File: config.mk
export PLATFORM = sky130hd
export DESIGN_NAME = gamma_key_sequencer
export DESIGN_NICKNAME = d
export VERILOG_FILES = /design/src/rtl/gen_gamma_pkg.sv /design/src/rtl/gamma_key_sequencer_key_collector.sv /design/src/rtl/gamma_key_sequencer.sv
export SDC_FILE = /design/constraint.sdc
export NUM_CORES = 1
export LEC_CHECK = 0
export ABC_AREA = 1
export CORE_MARGIN = 2
export CORE_UTILIZATION = 40
export CTS_CLUSTER_SIZE = 8
export DETAILED_ROUTE_END_ITERATION = 10
export SETUP_SLACK_MARGIN = 0.02
export SLEW_MARGIN = 30
export SYNTH_ARGS = -nofsm -noshare
export SYNTH_HDL_FRONTEND = slang
export SYNTH_HIERARCHICAL = 1
export SYNTH_SLANG_ARGS = --single-unit
File: constraint.sdc
create_clock -name clk -period 2.1 [get_ports clk]
set_input_delay 0.315 -clock clk [delete_from_list [all_inputs] [get_ports clk]]
set_output_delay 0.315 -clock clk [all_outputs]
set_load 0.005 [all_outputs]
File: src/rtl/gen_gamma_pkg.sv
// Shared types and constants for the gamma-coding key sequencer.
// The state encoding is private to the sequencer; the stage counts size the front end.
package gen_gamma_pkg;

  typedef enum logic [2:0] {
    PRIME,
    COLLECT,
    CHECK,
    ARMED,
    SEND,
    FAULT
  } state_t;

  localparam int SYNC_STAGES  = 2;
  localparam int PRIME_CYCLES = 2;

endpackage

File: src/rtl/gamma_key_sequencer_key_collector.sv
// Entropy front end: synchronises the oscillator bank and shifts RAND_W bits per enabled
// cycle into a SIZE-bit key. key_done marks the shift that completes a key.
module key_collector
  import gen_gamma_pkg::*;
#(
  parameter int SIZE   = 8,
  parameter int RAND_W = 4
) (
  input  logic              clk,
  input  logic              res_n,
  input  logic [RAND_W-1:0] rand_bits,
  input  logic              shift_en,
  input  logic              clear,
  output logic [SIZE-1:0]   key,
  output logic              key_done
);

  localparam int N     = SIZE / RAND_W;
  localparam int CNT_W = (N > 1) ? $clog2(N) : 1;

  logic [RAND_W-1:0]      sync_q [SYNC_STAGES];
  logic [RAND_W-1:0]      rand_sync;
  logic [CNT_W-1:0]       cnt;
  logic [SIZE+RAND_W-1:0] shifted;

  // NOTE: the synchroniser is a handful of flops, not a RAM, so every stage gets a reset.
  always_ff @(posedge clk or negedge res_n) begin
    if (!res_n) begin
      for (int i = 0; i < SYNC_STAGES; i++) sync_q[i] <= '0;
    end else begin
      sync_q[0] <= rand_bits;
      for (int i = 1; i < SYNC_STAGES; i++) sync_q[i] <= sync_q[i-1];
    end
  end

  assign rand_sync = sync_q[SYNC_STAGES-1];
  assign shifted   = {key, rand_sync};
  assign key_done  = shift_en && (cnt == CNT_W'(N - 1));

  always_ff @(posedge clk or negedge res_n) begin
    if (!res_n) begin
      key <= '0;
      cnt <= '0;
    end else begin
      if (shift_en) key <= shifted[SIZE-1:0];
      if (clear) begin
        cnt <= '0;
      end else if (shift_en) begin
        cnt <= key_done ? '0 : cnt + 1'b1;
      end
    end
  end

endmodule

File: src/rtl/gamma_key_sequencer.sv
// Collects and health-checks one fresh entropy key per plaintext word and emits
// {carry, data + key} under valid/ready handshakes; raises a sticky fault on entropy stalls.
module gamma_key_sequencer
  import gen_gamma_pkg::*;
#(
  parameter int SIZE      = 8,
  parameter int RAND_W    = 4,
  parameter int MAX_RETRY = 3
) (
  input  logic              clk,
  input  logic              res_n,
  input  logic [RAND_W-1:0] rand_bits,
  input  logic              in_valid,
  input  logic [SIZE-1:0]   in_data,
  output logic              in_ready,
  output logic              out_valid,
  output logic [SIZE:0]     out_data,
  input  logic              out_ready,
  output logic              key_fault
);

  localparam int RETRY_W = $clog2(MAX_RETRY + 1);
  localparam int PRIME_W = (PRIME_CYCLES > 1) ? $clog2(PRIME_CYCLES) : 1;

  if (SIZE % RAND_W != 0) begin : gen_size_check
    $error("gamma_key_sequencer: SIZE must be a multiple of RAND_W");
  end
  if (MAX_RETRY < 1) begin : gen_retry_check
    $error("gamma_key_sequencer: MAX_RETRY must be at least 1");
  end

  state_t               state;
  logic [PRIME_W-1:0]   prime_cnt;
  logic [RETRY_W-1:0]   retry_cnt;
  logic [SIZE-1:0]      key;
  logic [SIZE-1:0]      last_key;
  logic                 last_key_vld;
  logic                 key_done;
  logic                 key_reject;
  logic                 shift_en;
  logic                 clear;

  assign shift_en = (state == COLLECT);
  assign clear    = (state == SEND) && out_ready;

  key_collector #(
    .SIZE   (SIZE),
    .RAND_W (RAND_W)
  ) u_key_collector (
    .clk       (clk),
    .res_n     (res_n),
    .rand_bits (rand_bits),
    .shift_en  (shift_en),
    .clear     (clear),
    .key       (key),
    .key_done  (key_done)
  );

  // A stuck-at-zero source or a repeated key both count as an unhealthy key.
  assign key_reject = (key == '0) || (last_key_vld && (key == last_key));
  assign in_ready   = (state == ARMED);

  // NOTE: all state below uses non-blocking assignments so every flop samples pre-edge values.
  always_ff @(posedge clk or negedge res_n) begin
    if (!res_n) begin
      state        <= PRIME;
      prime_cnt    <= '0;
      retry_cnt    <= '0;
      last_key     <= '0;
      last_key_vld <= 1'b0;
      out_valid    <= 1'b0;
      out_data     <= '0;
      key_fault    <= 1'b0;
    end else begin
      case (state)
        PRIME: begin
          if (prime_cnt == PRIME_W'(PRIME_CYCLES - 1)) state <= COLLECT;
          else prime_cnt <= prime_cnt + 1'b1;
        end
        COLLECT: begin
          if (key_done) state <= CHECK;
        end
        CHECK: begin
          if (key_reject) begin
            retry_cnt <= retry_cnt + 1'b1;
            if (retry_cnt == RETRY_W'(MAX_RETRY - 1)) begin
              state     <= FAULT;
              key_fault <= 1'b1;
            end else begin
              state <= COLLECT;
            end
          end else begin
            last_key     <= key;
            last_key_vld <= 1'b1;
            retry_cnt    <= '0;
            state        <= ARMED;
          end
        end
        ARMED: begin
          if (in_valid) begin
            out_data  <= {1'b0, in_data} + {1'b0, key};
            out_valid <= 1'b1;
            state     <= SEND;
          end
        end
        SEND: begin
          // out_data stays frozen until the consumer takes it; the key is then discarded.
          if (out_ready) begin
            out_valid <= 1'b0;
            state     <= COLLECT;
          end
        end
        FAULT: begin
          key_fault <= 1'b1;
          out_valid <= 1'b0;
        end
        default: state <= FAULT;
      endcase
    end
  end

endmodule

== Word level (Yosys, flattened, before mapping) ==
Index checks and enable logic that the tools add are counted.

* Bits in registers: 43
* Input bits: 16
* Output and inout port bits: 12
* Word-level logic and storage cells: 63

* $add $sub $neg: 4
* Eq/ne operators: 13
* Muxes and demuxes: 18
* Bitwise operators: 2
* Reduce and logical (&&, ||, !) cells: 14

{| class="wikitable"
|+ Operators by type and width
! operator !! number
|-
| $mux W3 || 6
|-
| $pmux W3 S6 || 1
|-
| $ne A2 B2 Y1 const B || 6
|-
| $add A8 B8 Y9 || 1
|-
| $eq A8 B8 Y1 || 1
|-
| $logic_not A8 Y1 || 1
|-
| $mux W1 || 8
|-
| $eq A3 B2 Y1 const B || 2
|-
| $eq A3 B3 Y1 const B || 2
|-
| $reduce_and A3 Y1 || 2
|-
| $reduce_and A5 Y1 || 1
|-
| $reduce_and A2 Y1 || 2
|-
| $reduce_bool A2 Y1 || 2
|-
| $eq A3 B1 Y1 const B || 1
|-
| $logic_and A1 B1 Y1 || 3
|-
| $logic_not A3 Y1 || 1
|-
| $pmux W1 S3 || 1
|-
| $reduce_bool A3 Y1 || 1
|-
| $add A1 B1 Y1 const B || 2
|-
| $add A2 B1 Y2 const B || 1
|-
| $eq A2 B2 Y1 const B || 1
|-
| $mux W2 || 1
|-
| $not A1 Y1 || 2
|-
| $pmux W1 S2 || 1
|-
| $logic_or A1 B1 Y1 || 1
|}

== Longest topological paths before layout ==
* Depth after elaboration: 5
* Mapped depth: 14
* Mapped depth without buffers: 13

== Modules after synthesis ==
The synthesis kept the hierarchy.

{| class="wikitable"
|+ Modules (own cells, without submodules)
! module !! times used !! cells each !! area an instance (µm²)
|-
| gamma_key_sequencer || 1 || 208 || 1634.1
|-
| key_collector || 1 || 49 || 590.6
|}

== Least setup slack after synthesis ==
Ideal clock, no wire load.

* Path kind: reg2reg
* Start point: reg u_key_collector.key[0]
* End point: reg out_data[8]
* Arrival time: 1626 ps
* Setup slack: 401 ps
* Stages on the path, launching flop included: 10
* Buffers on the path: 0
* Period minus slack after synthesis: 1699 ps
* Cells stage by stage: dfrtp_1 ha_1 inv_1 fa_1 nand3b_1 nand2_1 a21boi_0 nor2_1 o21ai_0 a21boi_2

* Longest elaborated chain between the ends: 1

{| class="wikitable"
|+ RTL lines
! element !! RTL line !! text
|-
| from (decl) || gamma_key_sequencer_key_collector.sv:14 || <nowiki>output logic [SIZE-1:0] key,</nowiki>
|-
| from (signal assigned) || gamma_key_sequencer_key_collector.sv:45 || <nowiki>if (shift_en) key <= shifted[SIZE-1:0];</nowiki>
|-
| $add A8 B8 Y9 || gamma_key_sequencer.sv:101 || <nowiki>out_data <= {1'b0, in_data} + {1'b0, key};</nowiki>
|-
| to (signal assigned) || gamma_key_sequencer.sv:101 ||
|-
| to (decl) || gamma_key_sequencer.sv:17 || <nowiki>output logic [SIZE:0] out_data,</nowiki>
|}

No other way between the ends.
A chain may end at the register's enable or synchronous reset.

== Worst setup path in the final report ==
* Start point: in in_data[0]
* End point: reg out_data[8]

* Longest elaborated chain between the ends: 1

{| class="wikitable"
|+ RTL lines
! element !! RTL line !! text
|-
| from (decl) || gamma_key_sequencer.sv:14 || <nowiki>input logic [SIZE-1:0] in_data,</nowiki>
|-
| $add A8 B8 Y9 || gamma_key_sequencer.sv:101 ||
|}

No other way between the ends.

==> run metrics <==
status=complete, no violations; Final nets=between 300 and 400; IO Count=28; Synth Area per Inst=8.66 µm²; Yosys warnings=6; routed length per instance=approximately 11 µm; maximum clock rate=526 MHz; Synth top area share=between 40 and 50%; sequential fraction of the synthesis area=48.4%; hold crit path type=input pin to asynchronous set/reset pin; DRC=0; root buf cell=clkbuf_8; post-synthesis cell count=~260; input/output buffers=27; Mapped Nets=around 280; ys flop type=dfrtp_1; pwr/cell area=1260 nW/µm²; antenna cell count=0; grt total ovfl=0; Detailed Route Iter0 Violations=84; RSZ-0062 raised after global routing=no; global-route wire length before repair=around 7.2 mm; Worst setup SP type=input pin; most frequent cells after synthesis=nand2_1, dfrtp_1, inv_1; CTS Buffer Depth=2; worst relative slew slack=roughly 63%; largest net degree at the start of global routing=44; count leader, synth=nand2_1; Worst EP arrival=2.11 ns; fin crit share=between 90% and 100%; EDFF count, synth=0; Netlist Area Pre-Place=2220 µm²; Post CTS Setup Buffer Count=0; setup_tns=0 ns; core footprint=around 5400 µm²; CTS tree=done; later-pin clock latency in the skew report=roughly 0.29 ns; die extent in y=slightly below 80 µm; die area=approximately 6200 µm²; Via Count=1,638; CP Data Required Time=2.31 ns; HPWL Detailed=3.00 mm; vias in the first global route=approximately 1,600; synth top area cells=dfrtp_1, nand2_1, inv_1; Die X=just under 80 µm; RD Place Congestion=0.794; WS Path Type=input pin to flop; initial core utilization=about two fifths; GRT Total Usage=between 10% and 20%; fin cells=around 360; drt total wl=between 4 and 5 mm; IR drop worst, VDD=roughly 0.58 mV; maxcap violations=0; Layout area overhead=18.8%; Clock Sinks=between 40 and 50; minimum clock period=1.90 ns; Final Skew=around 0.011 ns; post-synth cell types=32; post-synthesis async set-or-reset flop share=between 90% and 100%; post-synth top area cell=dfrtp_1; final setup vio count=0; crit end category=flop; # H-tree levels=2; DRT Pass-1 Iters=4; worst-margin pin slew=approximately 0.55 ns; Routed Antenna Nets=0; Leak=around 1.3 nW; layout cells sized above 1=between 10% and 20%; Final Max Slew Viols=0; # rows=27; initial antenna violation count=0; Seq cells post-synth=between 40 and 50; CP Max Fanout=2; Reg clk slew, reported paths=0.08 ns; vias per inst=4.50; Hold Buf Count CTS=0; Final Hold Viols=0; DP Cell Count=358; post_cts resized=0; TritonCTS Buffers=5
-- cell families after synthesis --
kind of cell | share of synthesized area, %
and+or+nand+nor | 23.1
adders and majority gates | 5.96
xor gates and xnor gates | 1.97
buffers and inverters | 10.1
DFF | 48.4
AOI/OAI and AO/OA | 10.5
-- area by class of cell --
| cell class | instances | area [µm²] |
|---|---|---|
| fillers | 531 | 2800 |
| flip-flops and latches | 43 | 1080 |
| multi-input cells | 165 | 923 |
| repair buffers | 33 | 310 |
| inverters | 45 | 171 |
| well taps | 72 | 90.1 |
| clock buffers | 6 | 72.6 |
-- final timing paths --
kind / slack (ns) / endpoint / startpoint / cells after the start
hold / removal: 0.08 / retry_cnt[0] / res_n / 2
hold reg to reg: 0.35 / u_key_collector/rand_sync[3] / u_key_collector/sync_q[7] / 0
setup / recovery: 0.20 / out_data[8] / in_data[0] / 10
setup reg to reg: 0.26 / out_data[8] / u_key_collector/key[0] / 9
max in group asynchronous: 1.62 / u_key_collector/sync_q[7] / res_n / 2
min in group clk: 0.35 / u_key_collector/rand_sync[3] / u_key_collector/sync_q[7] / 0
-- cell usage in the layout (no fill, tap or decap), types with 2 or more instances in the layout --
cell type	n
inv_1	39
clkdlybuf4s50_1	26
nand2_1	73
buf_4	6
inv_2	5
xor2_1	5
nand3_1	8
o21ai_0	11
nor2_1	20
ha_1	9
o21ai_1	4
nor4_1	2
dfrtp_1	43
a21oi_1	7
clkbuf_8	5
o21ai_2	10
-- flip-flops by register name, indices dropped and copies added, names as in the netlist --
| register | cells |
|---|---|
| key_fault | 1 |
| last_key | 8 |
| last_key_vld | 1 |
| out_data | 9 |
| out_valid | 1 |
| prime_cnt | 1 |
| retry_cnt | 2 |
| state | 3 |
| u_key_collector/cnt | 1 |
| u_key_collector/key | 8 |
| u_key_collector/rand_sync | 4 |
| u_key_collector/sync_q | 4 |
-- worst max-delay path, stage by stage --
cell	delay (ns)
clkdlybuf4s50_1	0.47
ha_1	0.16
inv_1	0.05
fa_1	0.39
nand3b_1	0.17
nand2_1	0.10
a21boi_0	0.13
nor2_1	0.11
o21ai_0	0.10
a21boi_2	0.12
-- metrics by stage --
step / power (mW) / util [%] / area [µm²] / setup WS [ns] / hold slack [ns]
5_1_grt: 3.69 / 48.6 / 2640 / 0.0851 / 0.138
4_1_cts: 3.39 / 48.6 / 2640 / 0.195 / 0.115
3_5_place_dp: 2.89 / 47.3 / 2570 / -0.0973 / 0.337
3_3_place_gp: 2.86 / 47.3 / 2570 / -0.0667 / 0.333
6_report: 3.34 / 48.6 / 2640 / 0.199 / 0.0846
2_1_floorplan: 2.42 / - / 2220 / 0.401 / 0.0194
-- report_power, final --
group | internal (mW) | leakage (nW) | total [mW] | switching, mW
Sequential | 1.11 | 0.529 | 1.33 | 0.229
Clock | 0.222 | 0.0371 | 0.482 | 0.260
Combinational | 0.696 | 0.770 | 1.52 | 0.826
-- metal layers --
layer  track usage (%)  wire length [µm]  vias to the layer above
met5                 0                 0                        -
met4              4.74                27                        0
met3              3.91               158                        2
met2              24.3              1850                       24
met1              19.7              1990                      748
li1                  -                 -                      864
Note: power is estimated with default switching activity, not from simulation.
